==> config.mk <==
export PLATFORM = sky130hd
export DESIGN_NAME = gesture_msg_sequencer
export DESIGN_NICKNAME = d
export VERILOG_FILES = /design/src/rtl/gesture_msg_sequencer.sv
export SDC_FILE = /design/constraint.sdc
export NUM_CORES = 1
export LEC_CHECK = 0
export ABC_AREA = 1
export CORE_MARGIN = 1.5
export CORE_UTILIZATION = 40
export DETAILED_ROUTE_END_ITERATION = 10
export GPL_TIMING_DRIVEN = 0
export PLACE_DENSITY = 0.64
export SETUP_SLACK_MARGIN = 0.15
export SLEW_MARGIN = 10
export SYNTH_ARGS = -nofsm -noshare
export SYNTH_HDL_FRONTEND = slang
export SYNTH_SLANG_ARGS = --single-unit
export TNS_END_PERCENT = 50
==> constraint.sdc <==
create_clock -name clk -period 3.65 [get_ports clk]
set_input_delay 1.095 -clock clk [delete_from_list [all_inputs] [get_ports clk]]
set_output_delay 1.095 -clock clk [all_outputs]
set_load 0.03 [all_outputs]
==> src/rtl/gesture_msg_sequencer.sv <==
// rtl/gesture_msg_sequencer.sv - gesture qualifier, message queue and paced valid/ready sequencer
// Optional emergency pre-emption of code 4'hD is compiled in with `define EMERG_PREEMPT_EN.
module gesture_msg_sequencer #(
  parameter int HOLD_CYCLES = 4,
  parameter int FIFO_DEPTH  = 4,
  parameter int GAP_CYCLES  = 8
) (
  input  logic                        clk,
  input  logic                        rst,
  input  logic [3:0]                  gesture_in,
  input  logic                        msg_ready,
  output logic                        msg_valid,
  output logic [3:0]                  msg_code,
  output logic                        accept_pulse,
  output logic [$clog2(FIFO_DEPTH):0] fifo_level,
  output logic [7:0]                  drop_cnt,
  output logic                        busy
);
  localparam int AW = $clog2(FIFO_DEPTH);
  localparam int LW = AW + 1;
  localparam int CW = $clog2(HOLD_CYCLES + 1);
  localparam int GW = $clog2(GAP_CYCLES + 1) + 1;

  typedef enum logic [1:0] {IDLE, PRESENT, GAP} state_e;

  logic [3:0]    sample_q;
  logic [CW-1:0] cnt_q, cnt_d;
  logic [3:0]    last_q, last_d;
  logic          accept, accept_q;

  logic [3:0]    mem_q [FIFO_DEPTH];
  logic [AW-1:0] rd_q, rd_d, wr_q, wr_d, wr_addr;
  logic [LW-1:0] level_q, level_d, lost;
  logic [7:0]    drop_q, drop_d;
  logic [8:0]    drop_sum;
  logic          wr_en;

  state_e        state_q, state_d;
  logic          valid_q, valid_d;
  logic [3:0]    code_q, code_d;
  logic [GW-1:0] gap_q, gap_d;
  logic          pop, flush, preempt;
  logic [3:0]    head;

  // Run-length counter saturates at HOLD_CYCLES; last_q blocks re-accepting a held gesture.
  always_comb begin
    cnt_d = CW'(1);
    if (gesture_in == sample_q)
      cnt_d = (cnt_q == CW'(HOLD_CYCLES)) ? cnt_q : cnt_q + CW'(1);
    accept = (cnt_d == CW'(HOLD_CYCLES)) && (gesture_in != 4'h0) && (gesture_in != last_q);
    last_d = last_q;
    if (gesture_in == 4'h0)
      last_d = 4'h0;
    else if (accept)
      last_d = gesture_in;
  end

  always_ff @(posedge clk or posedge rst) begin
    if (rst) begin
      sample_q <= 4'h0;
      cnt_q    <= '0;
      last_q   <= 4'h0;
      accept_q <= 1'b0;
    end else begin
      sample_q <= gesture_in;
      cnt_q    <= cnt_d;
      last_q   <= last_d;
      accept_q <= accept;
    end
  end

`ifdef EMERG_PREEMPT_EN
  logic emerg_q;

  assign flush   = accept && (gesture_in == 4'hD);
  assign preempt = emerg_q;

  // Pending until the emergency entry (always at head after a flush) is popped.
  always_ff @(posedge clk or posedge rst) begin
    if (rst)        emerg_q <= 1'b0;
    else if (flush) emerg_q <= 1'b1;
    else if (pop)   emerg_q <= 1'b0;
  end
`else
  assign flush   = 1'b0;
  assign preempt = 1'b0;
`endif

  assign head = mem_q[rd_q];

  always_comb begin
    state_d = state_q;
    valid_d = valid_q;
    code_d  = code_q;
    gap_d   = gap_q;
    pop     = 1'b0;
    case (state_q)
      IDLE: begin
        if (level_q != '0) begin
          pop     = 1'b1;
          code_d  = head;
          valid_d = 1'b1;
          state_d = PRESENT;
        end
      end
      PRESENT: begin
        if (msg_ready) begin
          if (GAP_CYCLES > 0 && !preempt) begin
            state_d = GAP;
            valid_d = 1'b0;
            gap_d   = GW'(GAP_CYCLES);
          end else if (level_q != '0) begin
            pop    = 1'b1;
            code_d = head;
          end else begin
            state_d = IDLE;
            valid_d = 1'b0;
          end
        end
      end
      GAP: begin
        if (preempt && level_q != '0) begin
          pop     = 1'b1;
          code_d  = head;
          valid_d = 1'b1;
          state_d = PRESENT;
        end else if (gap_q <= GW'(1)) begin
          state_d = IDLE;
        end else begin
          gap_d = gap_q - GW'(1);
        end
      end
      default: state_d = IDLE;
    endcase
  end

  // A flush rebuilds the queue as a single entry at slot 0; the popped head is not lost.
  always_comb begin
    rd_d    = pop ? rd_q + AW'(1) : rd_q;
    wr_d    = wr_q;
    wr_addr = wr_q;
    wr_en   = 1'b0;
    lost    = '0;
    level_d = level_q - (pop ? LW'(1) : LW'(0));
    if (flush) begin
      rd_d    = '0;
      wr_d    = AW'(1);
      wr_addr = '0;
      wr_en   = 1'b1;
      level_d = LW'(1);
      lost    = level_q - (pop ? LW'(1) : LW'(0));
    end else if (accept) begin
      if (level_q != LW'(FIFO_DEPTH) || pop) begin
        wr_en   = 1'b1;
        wr_d    = wr_q + AW'(1);
        level_d = level_d + LW'(1);
      end else begin
        lost = LW'(1);
      end
    end
    drop_sum = {1'b0, drop_q} + 9'(lost);
    drop_d   = drop_sum[8] ? 8'hFF : drop_sum[7:0];
  end

  always_ff @(posedge clk) begin
    if (wr_en) mem_q[wr_addr] <= gesture_in;
  end

  always_ff @(posedge clk or posedge rst) begin
    if (rst) begin
      rd_q    <= '0;
      wr_q    <= '0;
      level_q <= '0;
      drop_q  <= 8'h00;
      state_q <= IDLE;
      valid_q <= 1'b0;
      code_q  <= 4'h0;
      gap_q   <= '0;
    end else begin
      rd_q    <= rd_d;
      wr_q    <= wr_d;
      level_q <= level_d;
      drop_q  <= drop_d;
      state_q <= state_d;
      valid_q <= valid_d;
      code_q  <= code_d;
      gap_q   <= gap_d;
    end
  end

  assign msg_valid    = valid_q;
  assign msg_code     = code_q;
  assign accept_pulse = accept_q;
  assign fifo_level   = level_q;
  assign drop_cnt     = drop_q;
  assign busy         = (level_q != '0) || (state_q != IDLE);

endmodule

; Word-level counts from Yosys, hierarchy flattened
; Memories as Yosys holds them, arrays and structs flattened. A register that Yosys moved wholly into a read port is not among the register bits.
; Cells that the tools add are included.
[word_totals]
regBits = 35
mem_bits_rw = 16
inputBits = 7
output_inout_bits = 18
elab_cells = 74
n_memories = 1
[op_classes]
add_sub_neg = 7
magnitude_cmp = 1
eq_ne = 11
mux = 26
n_reduce_logical = 17
[mem_list]
columns = memory, words, word_bits, rd, rd_clocked_by_memory_dff, wr, line_no
row1 = mem_q, 4, 4, 1, 1, 1, 31  ; logic [3:0] mem_q [FIFO_DEPTH];
[op_table]
columns = cell, count
row1 = two-way mux 3 bit, 4
row2 = two-way mux 1 bit, 11
row3 = two-way mux 5 bit, 2
row4 = one-hot mux 5 bit (2 select lines), 1
row5 = adder 8 x 3 -> 9 bit, 1
row6 = AND reduction 3 bit, 3
row7 = two-way mux 4 bit, 2
row8 = two-way mux 8 bit, 1
row9 = "inequality test 2 bit, second input constant", 4
row10 = nonzero test 2 bit, 4
row11 = "adder 3 x 1 -> 3 bit, second input constant", 2
row12 = "equality test 3 bit, second input constant", 2
row13 = two-way mux 2 bit, 3
row14 = one-hot mux 2 bit (3 select lines), 1
row15 = "<= comparator 5 x 1 -> 1 bit, second input constant", 1
row16 = "subtractor 5 x 1 -> 5 bit, second input constant", 1
row17 = "adder 2 x 1 -> 2 bit, second input constant", 2
row18 = equality test 4 bit, 1
row19 = zero test 4 bit, 1
row20 = inequality test 4 bit, 1
row21 = AND reduction 2 bit, 2
row22 = nonzero test 4 bit, 1
row23 = "inequality test 3 bit, second input constant", 1
row24 = nonzero test 3 bit, 1
row25 = 7 further kinds, 9

; Depth between registers and ports, before layout
; Gate-level depths: netlist (run 1).
[depth]
word_depth = 9
ltp_mapped = 16
depth_no_buf = 16

; Least setup slack after synthesis (run 1)
; OpenSTA, ideal clock, no wires.
[synth_path]
path_type = input -> register
start = input gesture_in[1]
end = register drop_q[6], in the netlist drop_cnt[6]
setup_time_ns = 0.082
t_arrival_ns = 2.751
required_time_ns = 3.568
setup_slack_ns = 0.817
stages = 16
n_path_buf = 0
path_cell_list = inv_1 -> nand2_1 -> nand2_1 -> nor2_4 -> nand3_2 -> nor2_4 -> nand2_4 -> nor2_1 -> ha_1 -> ha_1 -> nand2_1 -> nor2_1 -> inv_1 -> nor2_1 -> a21oi_1 -> a31oi_1
[synth_between]
elab_chain_len = 8
word_cells_on_any_way = 10
[synth_lines]
columns = element, line_no
row1 = from (decl), 10  ; input logic [3:0] gesture_in,
row2 = equality test 4 bit, 48  ; if (gesture_in == sample_q)
row3 = two-way mux 3 bit, 48
row4 = equality test 3 bit, 50  ; accept = (cnt_d == CW'(HOLD_CYCLES)) && (gesture_in != 4'h0) && (gesture_in != last_q);
row5 = logical AND 1 bit, 50
row6 = logical AND 1 bit *, 50
row7 = two-way mux 1 bit *, 152  ; end else if (accept) begin
row8 = adder 8 x 3 -> 9 bit *, 161  ; drop_sum = {1'b0, drop_q} + 9'(lost);
row9 = two-way mux 8 bit *, 162  ; drop_d = drop_sum[8] ? 8'hFF : drop_sum[7:0];
row10 = via drop_d[6], 34  ; logic [7:0] drop_q, drop_d;
row11 = to (signal assigned), 183  ; drop_q <= drop_d;
row12 = to (decl), 34
; The timed path passes the listed nets; every way through them passes the cells marked *.
; A chain may end at the register's enable or synchronous reset.

; Final worst setup path (run 1)
[layout_path]
start = input gesture_in[1]
end = register drop_q[3], in the netlist drop_cnt[3]
; The elaborated chain is that of the path after synthesis.

==> metrics, run 1 <==
Total Power=~1.9 mW; routed via count=roughly 1.9k; Area Growth Syn to Fin=16.13%; PD cells=608.6 mW/mm²; Die H=84.68 µm; Max Clk Rate=329.7 MHz; Starting Density=41.79%; fin cells=about 400; Worst VDD drop=between 300 and 400 µV; Area after DPL=between 0.003 and 0.004 mm²; # hold bufs at CTS=0; Hold WC Path Type=flip-flop to flip-flop; Synth Register Bits=55; crit path kind=primary input to flip-flop; DRT Wirelength=4.664 mm; Multi-input gate area=0.001030 mm²; FF/Latch Area=~0.0015 mm²; placed insts=slightly below 400; deepest clock path buffer count=2; DR pass1 iterations=4; vias in the first global route=between 1.5k and 2k; Slew headroom=approximately 73%; die area=0.007171 mm²; status=finished, final reports clean; Mean Syn Cell Area=about 9.1 µm²; Pins Over Slew Limit=0; number of antenna violations at the first check in global routing=0; routed len/inst=around 12 µm; CP Launch Type=primary input; HPWL Detailed=3.458 mm; worst clock skew=7.780 ps; all-layer global routing usage=between 10% and 20%; dpl ws=-280.1 ps; grt ovf=0; count of input and output buffers=24; Crit path required time=3880 ps; Setup Viol. Count Final=0; Sink Count=55; design area=0.003099 mm²; CTS Buf Count=5; critical-path cell list=clkbuf_2 > inv_1 > nand2_1 > nand2_1 > nor2_4 > nand2_2 > a21oi_4 > nand2_4 > nor2_1 > ha_1 > ha_1 > nand2_1 > nor2_1 > inv_1 > nor2_1 > nand2_1 > o21ai_0; most frequent CP cell=nand2_1; first-pass GRT wire length=8.211 mm; Post-Syn Area=0.002669 mm²; share of cells above drive strength 1=8.589%; Rows=29; DRC=0; root buf cell=clkbuf_8; Mapped Cells=293; worst-skew pair later-pin latency=approximately 310 ps; placer congestion estimate=about 0.76; distinct cell type count after synthesis=30; post-synthesis sequential area ratio=54.57%; DR iter-0 viols=118; Yosys Warn Count=0; final hold vios=0; max incr delay on CP=between 200 and 250 ps; max-cap violation count=0; Slowest-stage cell, CP=a21oi_4; CP endpoint kind=flip-flop; TritonCTS clock tree=yes; fillers=624; worst slew pin tran=405.9 ps; Detail Route Antenna Nets=0; drt via density=between 4 and 5; worst-path fanout max=9; CP Data Arrival Time=about 3300 ps; diode count=0; Core Box Area=0.006386 mm²; Worst-path clk slew=100 ps; minimum clock period=about 3000 ps; largest net degree at the start of global routing=28; # IOs=25; Final nets=345; final worst slack=617.3 ps; LEAKAGE=around 1.5 nW; H-tree Lvls=2; final critical-path share of the clock period=a little over 80%; RSZ-0062 raised after global routing=no; Die X=84.68 µm; Syn Nets=313
-- area by class of cell --
| cell class | instances | share of cell area [%] |
|---|---|---|
| flip-flops and latches | 55 | 46.99 |
| clock buffers | 5 | 2.220 |
| clock inverters | 3 | 0.8074 |
| repair buffers | 25 | 7.751 |
| plain buffers | 2 | 0.2826 |
| well taps | 77 | 3.109 |
| multi-input cells | 190 | 33.23 |
| inverters | 46 | 5.612 |
-- registers in the layout, indices dropped and copies added (netlist names) --
signal        cells
state_q           2
drop_cnt          8
cnt_q             3
wr_addr           2
last_q            4
msg_valid         1
fifo_level        3
gap_q             5
msg_code          4
sample_q          4
rd_q              2
accept_pulse      1
mem_q            16
-- kinds of logic after synthesis --
group | after synthesis | synth area share, %
and+or+nand+nor | 142 | 23.91
DFF | 55 | 54.57
buffers and inverters | 48 | 6.844
AOI/OAI and AO/OA | 27 | 5.954
adders and majority gates | 13 | 6.095
xor gates and xnor gates | 8 | 2.626
-- where the power goes --
group	internal (mW)	switching, mW	total [mW]
registers	0.727	0.0637	0.791
clock network	0.138	0.209	0.346
logic	0.282	0.467	0.749
total	1.15	0.740	1.89
-- worst paths after layout --
check / slack [ps] / depth (start not counted) / to / from
max in group asynchronous: 2180 / 3 / fifo_level[2]$_DFF_PP0_ / rst
min in group asynchronous: 1040 / 2 / cnt_q[0]$_DFF_PP0_ / rst
worst min-delay path: 490 / 2 / msg_valid$_DFFE_PP0P_ / msg_valid$_DFFE_PP0P_
worst min register to register: 490 / 2 / msg_valid$_DFFE_PP0P_ / msg_valid$_DFFE_PP0P_
worst max register to register: 1130 / 16 / drop_cnt[3]$_DFF_PP0_ / cnt_q[0]$_DFF_PP0_
worst max-delay path: 620 / 17 / drop_cnt[3]$_DFF_PP0_ / gesture_in[1]
-- what timing repair did --
| action | in CTS | in global routing |
|---|---|---|
| endpoints found under the setup margin | 6 | 5 |
| setup buffers | 0 | 0 |
| hold endpoints to repair | 0 | 0 |
| gates resized for setup | 4 | 8 |
-- per-layer routing --
layer	GRT usage [%]	vias up	share of wire, %
met5	0	-	0
met2	24.46	20	48
met3	3.245	4	2.5
met4	5.718	0	1.7
li1	-	1002	-
met1	17.84	885	47
-- synth_stat cells --
cell type | number | share of area, %
o31ai_1 | 1 | 0.28
o21ai_1 | 1 | 0.19
ha_1 | 13 | 6.1
nor2_1 | 43 | 6.0
xor2_1 | 7 | 2.3
buf_2 | 1 | 0.19
inv_1 | 44 | 6.2
o21ai_0 | 14 | 2.6
or2_2 | 1 | 0.23
clkinv_2 | 1 | 0.19
nor2_4 | 3 | 1.3
nand2_2 | 2 | 0.47
nand3b_1 | 1 | 0.28
a21oi_1 | 3 | 0.56
nand2_1 | 63 | 8.9
inv_2 | 1 | 0.14
nand4_2 | 1 | 0.47
xnor2_1 | 1 | 0.33
nand2_4 | 1 | 0.42
a31oi_1 | 6 | 1.4
nand3_2 | 2 | 0.75
a21oi_4 | 1 | 0.61
nor3_1 | 1 | 0.19
edfxtp_1 | 16 | 18
nand4_1 | 8 | 1.9
o211ai_1 | 1 | 0.28
dfrtp_1 | 39 | 37
and2_1 | 1 | 0.23
clkbuf_1 | 1 | 0.14
nand3_1 | 15 | 2.8
-- metrics by stage --
step	hold slack [ps]	setup TNS [ps]	utilization, %
after floorplan	455.0	0	-
after global placement	458.0	-1330	47.06
after detailed placement	463.0	-1516	47.37
after CTS	488.2	0	48.77
after global routing	533.6	0	48.53
final	488.3	0	48.53
-- cell usage in the layout, fill, tap and decap left out, types with 2 or more instances in the layout --
| cell | Yosys | final |
|---|---|---|
| nand2_2 | 2 | 2 |
| clkbuf_2 | 0 | 4 |
| a31oi_1 | 6 | 6 |
| o21ai_0 | 14 | 14 |
| inv_2 | 1 | 2 |
| xor2_1 | 7 | 7 |
| dfrtp_1 | 39 | 39 |
| clkbuf_8 | 0 | 5 |
| clkinv_4 | 0 | 2 |
| nand2_1 | 63 | 63 |
| edfxtp_1 | 16 | 16 |
| inv_1 | 44 | 43 |
| nand4_1 | 8 | 8 |
| nand3_2 | 2 | 2 |
| a21oi_1 | 3 | 3 |
| ha_1 | 13 | 13 |
| clkdlybuf4s50_1 | 0 | 20 |
| nor2_1 | 43 | 43 |
| nand3_1 | 15 | 15 |
| nor2_4 | 3 | 3 |
-- worst max-delay path, delay by kind of cell --
family                   cells  cell delay [ps]
adder cells (fa/ha/maj)      2              350
buffers and inverters        3              340
AO/OA/AOI/OAI                2              350
AND/OR/NAND/NOR             10             1130
Note: power is estimated with default switching activity, not from simulation.
==> run 2, diff against run 1 <==
--- a/config.mk
+++ b/config.mk
@@ -10,7 +10,7 @@
 export CORE_UTILIZATION = 40
 export DETAILED_ROUTE_END_ITERATION = 10
 export GPL_TIMING_DRIVEN = 0
-export PLACE_DENSITY = 0.64
+export PLACE_DENSITY = 0.66
 export SETUP_SLACK_MARGIN = 0.15
 export SLEW_MARGIN = 10
 export SYNTH_ARGS = -nofsm -noshare
==> constraint.sdc (replaced) <==
create_clock -name clk -period 2.7 [get_ports clk]
set_input_delay 0.81 -clock clk [delete_from_list [all_inputs] [get_ports clk]]
set_output_delay 0.81 -clock clk [all_outputs]
set_load 0.03 [all_outputs]
==> run 2 against run 1 <==
Final area rose by 4.1%. Combinational power grew 38%. Total power grew 37%. Setup slack lost 360 ps. Critical path type unchanged.
==> metrics, run 2 (synthesis gave the netlist of run 1 again) <==
status=finished, final reports clean; final worst slack=259.1 ps (-358.2 ps); Largest delay share family, worst path=simple AND/OR/NAND/NOR gates; routed via count=1923 (+0.63%); Pins Over Slew Limit=0 (unchanged); commonest non-fill, non-tap cell in the layout=nand2_1; worst slew pin tran=380.0 ps (-25.95 ps); Die H=84.68 µm (unchanged); share of cells above drive strength 1=14.20% (+5.6 points); Largest register FFs=16 (unchanged); # IOs=25 (unchanged); largest net degree at the start of global routing=25 (-11%); Core Box Area=0.006386 mm² (unchanged); Worst-path clk slew=100 ps (about the same); worst clock skew=8.496 ps (+0.7163 ps); LEAKAGE=1.563 nW (+2.8%); CP endpoint kind=flip-flop; Final nets=350 (+1.4%); vias in the first global route=1902 (+2.9%); TritonCTS clock tree=yes; Setup Viol. Count Final=0 (unchanged); max-cap violation count=0 (unchanged); Biggest register=mem_q; sw power=1.024 mW (+38%); hold path depth=2 (unchanged); number of antenna violations at the first check in global routing=0 (unchanged); DR iter-0 viols=100 (-15%); Rows=29 (unchanged); worst-path fanout max=9 (unchanged); Crit path required time=2940 ps (-940 ps); final hold vios=0 (unchanged); Reg-to-Reg Start=cnt_q[0]$_DFF_PP0_; die area=0.007171 mm² (unchanged); count of input and output buffers=24 (unchanged); critical-path cell list=buf_6 > inv_1 > nand2_1 > nand2_1 > nor2_4 > nand2_2 > a21oi_4 > nand2_4 > nor2_4 > ha_2 > ha_2 > nand2_2 > nor2_2 > inv_1 > nor2_4 > a21oi_1 > a31oi_1; HPWL Detailed=3.383 mm (-2.2%); CP Launch Type=primary input; switching share of total power=39.54% (+0.33 points); Die X=84.68 µm (unchanged); grt ovf=0 (unchanged); Area Growth Syn to Fin=20.91%; placer congestion estimate=0.8121 (+7.3%); clock share of power=18.7% (+0.3 points); DRT Wirelength=4.714 mm (+1.1%); PD cells=802.1 mW/mm² (+32%); Sink Count=55 (unchanged); drt via density=4.713 (-0.61%); H-tree Lvls=2 (unchanged); worst-skew pair later-pin latency=310 ps (about the same); most frequent cells in the layout=60 x nand2_1, 40 x inv_1, 39 x dfrtp_1; final critical-path share of the clock period=90.41%; CTS Buf Count=5 (unchanged); crit path kind=primary input to flip-flop; minimum clock period=2441 ps; Slowest-stage cell, CP=ha_2; RR Endpoint=drop_cnt[6]$_DFF_PP0_; max incr delay on CP=180 ps (-50 ps); DRC=0 (unchanged); Gate power share=39.9% (+0.2 points); WHS Endpoint=msg_valid$_DFFE_PP0P_; r2r worst-path depth=16 (unchanged); Slew headroom=74.67% (+1.7 points); dpl ws=-983.9 ps (-703.8 ps); Max Clk Rate=409.7 MHz; CP Data Arrival Time=2680 ps (-580 ps); first-pass GRT wire length=8.459 mm (+3.0%); root buf cell=clkbuf_8; Worst Hold Launch=msg_valid$_DFFE_PP0P_; Hold WC Path Type=flip-flop to flip-flop; Hold Slack=480.8 ps (-7.497 ps); Critical Path Source=gesture_in[2]; diode count=0 (unchanged); # hold bufs at CTS=0 (unchanged); Starting Density=41.79% (unchanged); cell-internal power=1.565 mW (+36%); deepest clock path buffer count=2 (unchanged); setup slack, reg-to-reg=330 ps (-800 ps); RSZ-0062 raised after global routing=no; buffers plus inverters on the worst setup path=3 (unchanged); Sequential Power Share=41.4% (-0.5 points); all-layer global routing usage=14.75% (+0.34 points); most frequent CP cell=nor2_4; DR pass1 iterations=4 (unchanged); routed len/inst=11.55 µm (-0.17%); Final TNS setup=0 ps (unchanged); Worst VDD drop=555.3 µV (+59%); Detail Route Antenna Nets=0 (unchanged)
-- run 2: cell count changes in the layout (fill, tap and decap cells not counted), moves of 4 or more --
cell / before / now
buf_4: 0 / 5
nor2_1: 43 / 38
buf_6: 0 / 4
clkbuf_2: 4 / 0
-- run 2: area by class of cell --
class                   instances  area [µm²]
clock buffers                   5       68.82
multi-input cells             190        1091
repair buffers                 30       305.3
flip-flops and latches         55        1456
fillers                       584        3159
clock inverters                 3       26.28
plain buffers                   2       8.758
inverters                      46       173.9
well taps                      77       96.34
-- run 2: metrics by stage --
stage                     cells  cell area, µm²  utilization [%]  power, mW
after global placement      394            3005            47.06      2.077
after floorplan             293            2669                -      1.818
after global routing        408            3227            50.53      2.812
final                       408            3227            50.53      2.588
after CTS                   405            3139            49.16      2.602
after detailed placement    395            3025            47.37      2.112
-- run 2: layer usage --
| metal | wire, µm | up-vias | share of wire, % | global-route usage [%] |
|---|---|---|---|---|
| li1 | - | 1009 | - | - |
| met1 | 2294 | 885 | 49 | 18.62 |
| met2 | 2218 | 23 | 47 | 24.68 |
| met3 | 110 | 6 | 2.3 | 3.048 |
| met4 | 92 | 0 | 2.0 | 6.158 |
| met5 | 0 | - | 0 | 0 |
-- run 2: worst reg2reg max path: cells and delay by family (launching register included) --
family                     cells  cell delay (ps)
AOI/OAI and AO/OA              2              210
adders and majority gates      3              650
buffers and inverters          3              240
DFF                            1              390
and+or+nand+nor                8              800
-- run 2: power by group through the flow --
stage / clock network [mW] / logic, mW / registers [mW]
after floorplan: 0 / 0.629 / 1.19
after detailed placement: 0 / 1.02 / 1.09
after global placement: 0 / 0.991 / 1.09
final: 0.484 / 1.03 / 1.07
after global routing: 0.525 / 1.19 / 1.09
after CTS: 0.502 / 1.03 / 1.07
-- run 2: what timing repair did --
item / CTS / global route
setup buffers: 2 / 3
pin swaps: 1 / 7
setup endpoints to repair: 24 / 9
resized for setup: 27 / 21
-- run 2: worst max-delay path by stage --
stage                            endpoint  cells past startpoint  slack, ps
finish              drop_cnt[6]$_DFF_PP0_                     17        260
global route        drop_cnt[6]$_DFF_PP0_                     17        120
CTS                 drop_cnt[3]$_DFF_PP0_                     17        150
detailed placement  drop_cnt[3]$_DFF_PP0_                     17       -980
global placement    drop_cnt[3]$_DFF_PP0_                     17       -940
floorplan           drop_cnt[6]$_DFF_PP0_                     16        150
==> run 3, diff against run 2 <==
--- a/config.mk
+++ b/config.mk
@@ -7,10 +7,10 @@
 export LEC_CHECK = 0
 export ABC_AREA = 1
 export CORE_MARGIN = 1.5
-export CORE_UTILIZATION = 40
+export CORE_UTILIZATION = 51
 export DETAILED_ROUTE_END_ITERATION = 10
 export GPL_TIMING_DRIVEN = 0
-export PLACE_DENSITY = 0.66
+export PLACE_DENSITY = 0.8
 export SETUP_SLACK_MARGIN = 0.15
 export SLEW_MARGIN = 10
 export SYNTH_ARGS = -nofsm -noshare
==> run 3 against run 2 <==
Via count increased by 2.0%. Non-clock buffer count increased by 3. Critical path depth unchanged. Hold slack improved by 11 ps. Register-to-register slack improved by 40 ps. Die area decreased by 21%.
==> metrics, run 3 (synthesis gave the netlist of run 1 again) <==
status=finished, final reports clean; met1 Resource Use GR=24.67% (+6.1 points); grt ovf=0 (unchanged); DRC=0 (unchanged); final hold vios=0 (unchanged); Total Power=2.568 mW (-0.77%); Sink Count=55 (unchanged); clock share of power=17.1% (-1.6 points); H-tree Lvls=2 (unchanged); fillers=427 (-27%); LEAKAGE=1.554 nW (-0.56%); TritonCTS clock tree=yes; Crit path required time=2930 ps (about the same); CP endpoint kind=flip-flop; PD cells=792.3 mW/mm² (-1.2%); deepest clock path buffer count=2 (unchanged); routed via count=1962 (+2.0%); vias in the first global route=1853 (-2.6%); final critical-path share of the clock period=90.70% (+0.30 points); Reg-to-Reg Start=cnt_q[0]$_DFF_PP0_; Rows=26 (-10%); worst slew pin tran=420.6 ps (+40.64 ps); count of input and output buffers=24 (unchanged); most frequent cells in the layout=58 x nand2_1, 40 x nor2_1, 39 x dfrtp_1; all-layer global routing usage=18.85% (+4.1 points); RR Endpoint=drop_cnt[6]$_DFF_PP0_; Max Clk Rate=408.3 MHz (-0.33%); Setup Viol. Count Final=0 (unchanged); Area Growth Syn to Fin=21.47%; setup slack, reg-to-reg=370 ps (+40 ps); max-cap violation count=0 (unchanged); crit path kind=primary input to flip-flop; die area=0.005676 mm² (-21%); fin cells=404 (-0.98%); r2r worst-path depth=16 (unchanged); CP Data Arrival Time=2680 ps (about the same); CTS Buf Count=5 (unchanged); Sequential Power Share=41.8% (+0.4 points); worst clock skew=2.376 ps (-6.120 ps); Die X=75.34 µm (-11%); Slew headroom=71.92% (-2.8 points); Largest register FFs=16 (unchanged); diode count=0 (unchanged); FF/Latch Area=0.001456 mm² (unchanged); Detail Route Antenna Nets=0 (unchanged); Biggest register=mem_q; HPWL Detailed=3.362 mm (-0.62%); Starting Density=52.59% (+11 points); # IOs=25 (unchanged); worst-skew pair later-pin latency=300 ps (about the same); number of antenna violations at the first check in global routing=0 (unchanged); met2 global-route usage=31.29% (+6.6 points); dpl ws=-1013 ps (-28.90 ps); Pins Over Slew Limit=0 (unchanged); final worst slack=251.0 ps (-8.078 ps); DR iter-0 viols=57 (-43%); cell-internal power=1.558 mW (-0.41%); met3 Use GR=3.836% (+0.79 points); worst-path fanout max=9 (unchanged); CP Launch Type=primary input; commonest non-fill, non-tap cell in the layout=nand2_1; final core utilization=63.88% (+13 points); hold path depth=2 (unchanged); sw power=1.010 mW (-1.3%); root buf cell=clkbuf_8; Final nets=353 (+0.86%); switching share of total power=39.33% (-0.22 points); minimum clock period=2449 ps (+8.078 ps); Hold WC Path Type=flip-flop to flip-flop; Gate power share=41.2% (+1.3 points); Worst-path clk slew=90 ps (about the same); Die H=75.34 µm (-11%); Multi-input gate area=0.001096 mm² (+0.46%); share of cells above drive strength 1=14.97% (+0.77 points); routed len/inst=12.06 µm (+4.4%); Worst VDD drop=282.3 µV (-49%); largest net degree at the start of global routing=23 (-8.0%); DR pass1 iterations=4 (unchanged); DRT Wirelength=4.873 mm (+3.4%); placed insts=388 (-1.8%); # hold bufs at CTS=0 (unchanged); WHS Endpoint=msg_valid$_DFFE_PP0P_; RSZ-0062 raised after global routing=no; drt via density=4.856 (+3.0%); Core Box Area=0.005075 mm² (-21%); placer congestion estimate=0.8313 (+2.4%); Most Crowded Layer GR=met2; Worst Hold Launch=msg_valid$_DFFE_PP0P_; first-pass GRT wire length=8.114 mm (-4.1%)
-- run 3: cell type report --
cell class,count,area share [%]
Sequential cell,55,44.92
Clock inverter,3,0.4631
Clock buffer,5,2.123
Buffer,2,0.2702
Multi-Input combinational cell,190,33.81
Inverter,46,5.365
Timing Repair Buffer,33,10.34
Tap cell,70,2.702
-- run 3: worst max path at each step --
stage,startpoint,endpoint,slack (ps),depth (start not counted)
after floorplan,gesture_in[1],drop_cnt[6]$_DFF_PP0_,150,16
after global placement,gesture_in[2],drop_cnt[2]$_DFF_PP0_,-920,17
after detailed placement,gesture_in[2],drop_cnt[2]$_DFF_PP0_,-1010,17
after CTS,gesture_in[1],drop_cnt[2]$_DFF_PP0_,160,17
after global routing,gesture_in[2],drop_cnt[6]$_DFF_PP0_,130,17
final,gesture_in[2],drop_cnt[6]$_DFF_PP0_,250,17
-- run 3: what timing repair did --
item | CTS | global route
gates resized for setup | 32 | 19
setup endpoints to repair | 24 | 9
pin swaps | 2 | 9
setup buffers | 3 | 5
-- run 3: stage by stage --
| stage | TNS [ps] | area, µm² | hold slack, ps |
|---|---|---|---|
| finish | 0 | 3242 | 492.1 |
| global route | 0 | 3242 | 500.5 |
| CTS | 0 | 3152 | 493.2 |
| detailed placement | -14600 | 3024 | 469.9 |
| global placement | -12870 | 2997 | 461.7 |
| floorplan | 0 | 2669 | 455.0 |
-- run 3: worst max-delay path, cell delays in order --
cell and delay (ps):
buf_6 120, inv_2 60, nand2_1 80, nand2_2 60, nor2_4 160, nand2_2 100
a21oi_4 170, nand2_4 90, nor2_4 80, ha_2 200, ha_4 130, nand2_2 70
nor2_2 120, inv_2 60, nor2_4 130, a21oi_1 70, a31oi_1 130
-- run 3: metal layers --
layer  vias up  wire length (µm)  part of all wire, %
met3         6               146                  3.0
met2        31              2526                   52
met5         -                 0                    0
li1       1016                 -                    -
met4         0                53                  1.1
met1       909              2147                   44
-- run 3: power groups by stage --
| stage | clock (mW) | combinational (mW) | sequential, mW |
|---|---|---|---|
| 6_report | 0.438 | 1.06 | 1.07 |
| 5_1_grt | 0.476 | 1.20 | 1.09 |
| 4_1_cts | 0.447 | 1.05 | 1.07 |
| 3_5_place_dp | 0 | 1.02 | 1.09 |
| 3_3_place_gp | 0 | 0.984 | 1.08 |
| 2_1_floorplan | 0 | 0.629 | 1.19 |
